`src/rtl/led_mux_pwm.sv`:
```
// Multi-digit 7-segment scan driver with per-digit PWM brightness, enable and slot latching.
// Optional blink support is compiled in when LED_MUX_BLINK_EN is defined.
module led_mux_pwm #(
  parameter int NUM_DIGITS   = 8,
  parameter int SEG_W        = 8,
  parameter int PHASE_CYCLES = 781
`ifdef LED_MUX_BLINK_EN
  , parameter int BLINK_FRAMES = 256
`endif
) (
  input  logic                        clk,
  input  logic                        rst,
  input  logic [NUM_DIGITS*SEG_W-1:0] digits_in,
  input  logic [NUM_DIGITS*4-1:0]     bright_in,
  input  logic [NUM_DIGITS-1:0]       digit_en,
`ifdef LED_MUX_BLINK_EN
  input  logic [NUM_DIGITS-1:0]       blink_mask,
`endif
  output logic [SEG_W-1:0]            seg_out,
  output logic [NUM_DIGITS-1:0]       sel_out,
  output logic                        frame_start
);

  localparam int CW = (PHASE_CYCLES > 1) ? $clog2(PHASE_CYCLES) : 1;
  localparam int DW = $clog2(NUM_DIGITS);

  logic [CW-1:0]    cyc_cnt;
  logic [3:0]       phase;
  logic [DW-1:0]    digit;
  logic [SEG_W-1:0] data_l;
  logic [3:0]       bright_l;
  logic             en_l;

  logic cyc_wrap, phase_wrap, slot_start, frame_first, lit;

  assign cyc_wrap    = (cyc_cnt == CW'(PHASE_CYCLES - 1));
  assign phase_wrap  = cyc_wrap && (phase == 4'd15);
  assign slot_start  = (cyc_cnt == '0) && (phase == 4'd0);
  assign frame_first = slot_start && (digit == '0);

  always_ff @(posedge clk or negedge rst) begin
    if (!rst) begin
      cyc_cnt <= '0;
      phase   <= 4'd0;
      digit   <= '0;
    end else begin
      cyc_cnt <= cyc_wrap ? '0 : cyc_cnt + 1'b1;
      if (cyc_wrap)
        phase <= phase + 4'd1;
      // Explicit wrap so non-power-of-two digit counts never reach an unused index.
      if (phase_wrap)
        digit <= (digit == DW'(NUM_DIGITS - 1)) ? '0 : digit + 1'b1;
    end
  end

  // Inputs for the current digit are sampled once, at the start of its slot, to avoid tearing.
  always_ff @(posedge clk or negedge rst) begin
    if (!rst) begin
      data_l   <= '1;
      bright_l <= 4'd0;
      en_l     <= 1'b0;
    end else if (slot_start) begin
      data_l   <= digits_in[int'(digit)*SEG_W +: SEG_W];
      bright_l <= bright_in[int'(digit)*4 +: 4];
      en_l     <= digit_en[digit];
    end
  end

`ifdef LED_MUX_BLINK_EN
  localparam int FW = (BLINK_FRAMES > 1) ? $clog2(BLINK_FRAMES) : 1;

  logic [FW-1:0] frame_cnt;
  logic          blink_off;
  logic          mask_l;

  always_ff @(posedge clk or negedge rst) begin
    if (!rst) begin
      frame_cnt <= '0;
      blink_off <= 1'b0;
      mask_l    <= 1'b0;
    end else begin
      if (slot_start)
        mask_l <= blink_mask[digit];
      if (frame_first) begin
        if (frame_cnt == FW'(BLINK_FRAMES - 1)) begin
          frame_cnt <= '0;
          blink_off <= ~blink_off;
        end else begin
          frame_cnt <= frame_cnt + 1'b1;
        end
      end
    end
  end

  assign lit = en_l && (phase != 4'd0) && (phase <= bright_l) && !(mask_l && blink_off);
`else
  // Phase 0 is always dark so the previous digit's anode can turn off before the next one drives.
  assign lit = en_l && (phase != 4'd0) && (phase <= bright_l);
`endif

  logic [NUM_DIGITS-1:0] sel_next;

  always_comb begin
    sel_next = '1;
    for (int i = 0; i < NUM_DIGITS; i++)
      sel_next[i] = !(lit && (digit == DW'(i)));
  end

  always_ff @(posedge clk or negedge rst) begin
    if (!rst) begin
      seg_out     <= '1;
      sel_out     <= '1;
      frame_start <= 1'b0;
    end else begin
      seg_out     <= lit ? data_l : '1;
      sel_out     <= sel_next;
      frame_start <= frame_first;
    end
  end

endmodule

```
`config.mk`:
```
export PLATFORM = sky130hd
export DESIGN_NAME = led_mux_pwm
export DESIGN_NICKNAME = d
export VERILOG_FILES = /design/src/rtl/led_mux_pwm.sv
export SDC_FILE = /design/constraint.sdc
export NUM_CORES = 1
export LEC_CHECK = 0
export ABC_AREA = 1
export CELL_PAD_IN_SITES_DETAIL_PLACEMENT = 1
export CELL_PAD_IN_SITES_GLOBAL_PLACEMENT = 1
export CORE_UTILIZATION = 31
export CTS_CLUSTER_SIZE = 20
export DETAILED_ROUTE_END_ITERATION = 8
export GPL_TIMING_DRIVEN = 0
export PLACE_DENSITY_LB_ADDON = 0.12
export SYNTH_ARGS = -nofsm -noshare
export SYNTH_HDL_FRONTEND = slang
export SYNTH_SLANG_ARGS = --single-unit
```
`constraint.sdc`:
```
create_clock -name clk -period 1.96 [get_ports clk]
set_input_delay 0.294 -clock clk [delete_from_list [all_inputs] [get_ports clk]]
set_output_delay 0.294 -clock clk [all_outputs]
set_load 0.05 [all_outputs]
```
==> flow_summary.ini, run 1 <==
[run_status]
status = finished, violations left
violations = DRC

[setup_path]
r2r_start = phase[0]
cp.buffers_inverters = 1
worstPathArrival_ns = 1.62
path_class = reg -> out
slowest_delay_ns = 0.79
cp.required_ns = 1.67
crit_family = buffers and inverters
r2r-end = data_l[5]
ff2ff_setup_slack_ns = 0.28
cp_slowest_cell = clkdlybuf4s50_1
critPathLaunchType = flop
path_cells = clkdlybuf4s50_1
cp_max_fo = 1
crit_path_end_kind = output port
startpoint = sel_out[7]
reg2reg_depth = 9

[die]
core.rowCount = 38
dieWidth_um = 108
core_area_sq_um = 10800
pin_count = 123
dieHeight_um = 108
die_area_sq_um = 11600
initial_core_util = 0.319

[grt]
grt.total_usage = 0.207
grt-ovfl-total = 0
grt_max_degree = 30
grt_pass1_vias = 3806
antenna_found_initial = 0
grt_pass1_wl_um = 18400

[min_path]
hold_end = data_l[6]
hp-start = data_l[6]
hold_class = reg -> reg
min_path_cells = 2

[sta]
fin_skew_ns = 0.00626
min_period_ns = 1.92
post-route-period-util = 0.978
drv_slew = 0
rsz0062_at_grt = no
hold_viol_final = 0
worstMarginPinSlew_ns = 0.504
setup_violations = 0
finalWorstSetupSlack_ns = 0.0438
fmax_ghz = 0.522
slew_headroom = 0.663

[placed_design]
place_ws_ns = 0.265
globalplace.congestion = 0.817
post_dp_cell_area_sq_um = 4870
hpwl_um = 9380
port-buffer-count = 122

[yosys]
syn-cell-area_sq_um = 3460
ys_types = 25
syn_inst = 534
yosys_warnings = 0
synth_seq_cells = 47
syn_area_per_cell_sq_um = 6.47
synth_top_area_share = 0.198
synth-seq-area-share = 0.349
yosys.area.top_type = nand2_1
synth_nets = 654
synth_area_leaders = nand2_1 20%, dfstp_2 18%, dfrtp_1 17%

[layout]
finalInstanceArea_sq_um = 4980
drive_above_1_share = 0.107
nNetsFinal = 785
antenna_cells = 0
finish.utilization = 0.459
syn2layout_area_growth_pct = 44.1

[power_and_ir_drop]
power_density_nw_per_um2 = 402
ir_worst_vdd_v = 0.000370
leakagePower_uw = 0.00260

[clocking]
cts.sinks = 47
clk_pin_slew_ns = 0.08
root_buffer = clkbuf_8
post_cts_resized = 0
clk_path_buf_depth = 2
clkLatencyLatePin_ns = 0.30
cts_tree = done
htreeDepth = 2
numCtsBuffers = 5

[job]
max_cap_viol_count = 0

[detailed_routing]
avgViaCountPerCell = 4.56
drt-initial-drc-count = 105
drc = 2
via_count = 3677
avgRoutedWirePerCell_um = 14.0
ant_nets = 0
first_pass_iters = 6
wl_um = 11300
==> flip-flops by register name, indices dropped and copies added, names as in the netlist <==
signal and cells:
cyc_cnt 10, phase 4, digit 3, data_l 8
sel_out 8, en_l 1, bright_l 4, seg_out 8
frame_start 1
==> metrics by stage <==
step	power [uW]	TNS (ns)	hold slack, ns	instances
4_1_cts	2020	0	0.474	806
6_report	2000	0	0.472	806
3_5_place_dp	1370	0	0.282	797
5_1_grt	2100	0	0.492	806
2_1_floorplan	1110	0	-0.00159	534
3_3_place_gp	1360	-18.41	0.457	796
==> layout by cell type, fill, tap and decap left out <==
cell / count
a21oi_1: 2
and3_1: 1
buf_12: 1
buf_2: 22
buf_6: 2
clkbuf_8: 7
clkdlybuf4s50_1: 121
clkinv_1: 1
clkinv_2: 1
clkinvlp_4: 1
dfrtp_1: 23
dfstp_2: 24
dlygate4sd3_1: 1
ha_1: 14
inv_1: 112
inv_2: 3
nand2_1: 182
nand2_2: 2
nand3_1: 101
nand4_1: 2
nand4_4: 1
nor2_1: 17
nor2_2: 2
nor2_4: 4
nor3_2: 1
o21ai_1: 8
o21bai_1: 1
or2_1: 1
xnor2_1: 1
xor2_1: 7
==> cells in the mapped netlist (all sizes together) <==
library cell / n
a21oi: 2
and3: 1
buf: 23
clkinv: 2
dfrtp: 23
dfstp: 24
ha: 14
inv: 115
nand2: 184
nand3: 101
nand4: 3
nor2: 23
nor3: 1
o21ai: 8
o21bai: 1
or2: 1
xnor2: 1
xor2: 7
==> cell type report <==
cell class,instances,area [sq um]
clock inverters,1,7.51
well taps,140,175
fillers,1427,5860
multi-input cells,347,1680
repair buffers,124,1250
inverters,117,440
clock buffers,7,96.3
flip-flops and latches,47,1210
plain buffers,23,128
==> metal layers <==
| layer | track usage | vias to the layer above | part of all wire |
|---|---|---|---|
| met5 | 0 | - | 0 |
| met4 | 0.0479 | 0 | 0.014 |
| met3 | 0.0278 | 10 | 0.034 |
| met2 | 0.386 | 86 | 0.51 |
| met1 | 0.248 | 1722 | 0.44 |
| li1 | - | 1859 | - |
==> report_power, final <==
| part | total [uW] | internal, uW | leakage, uW | switching, uW |
|---|---|---|---|---|
| combinational | 357 | 232 | 0.00200 | 124 |
| clock | 648 | 321 | 0.0000505 | 327 |
| sequential | 999 | 991 | 0.000548 | 7.60 |
==> logic make-up after synthesis <==
| group | synth area share |
|---|---|
| adder cells (fa/ha/maj) | 0.0507 |
| AO/OA/AOI/OAI | 0.0167 |
| AND/OR/NAND/NOR | 0.399 |
| XOR/XNOR | 0.0203 |
| buffers and inverters | 0.164 |
| flip-flops | 0.349 |
==> worst max path at each step <==
stage,endpoint,slack (ns),cells after the start
finish,sel_out[7],0.04,1
global placement,cyc_cnt[1],-0.63,1
detailed placement,data_l[5],0.26,9
CTS,sel_out[6],0.04,1
global route,sel_out[6],0.0004,1
floorplan,seg_out[0],0.57,6
==> repair_timing <==
action	CTS	global route
setup buffers	0	0
endpoints found under the setup margin	0	0
endpoints found under the hold margin	15	0
hold buffers	1	0
Note: power is estimated with default switching activity, not from simulation.
==> run 2, diff against run 1 <==
Settings changed: CAP_MARGIN from default to 20, CTS_CLUSTER_DIAMETER from default to 30.
==> results of run 2 <==
Same layout as run 1: the final DEF is identical, and so are final timing and power.
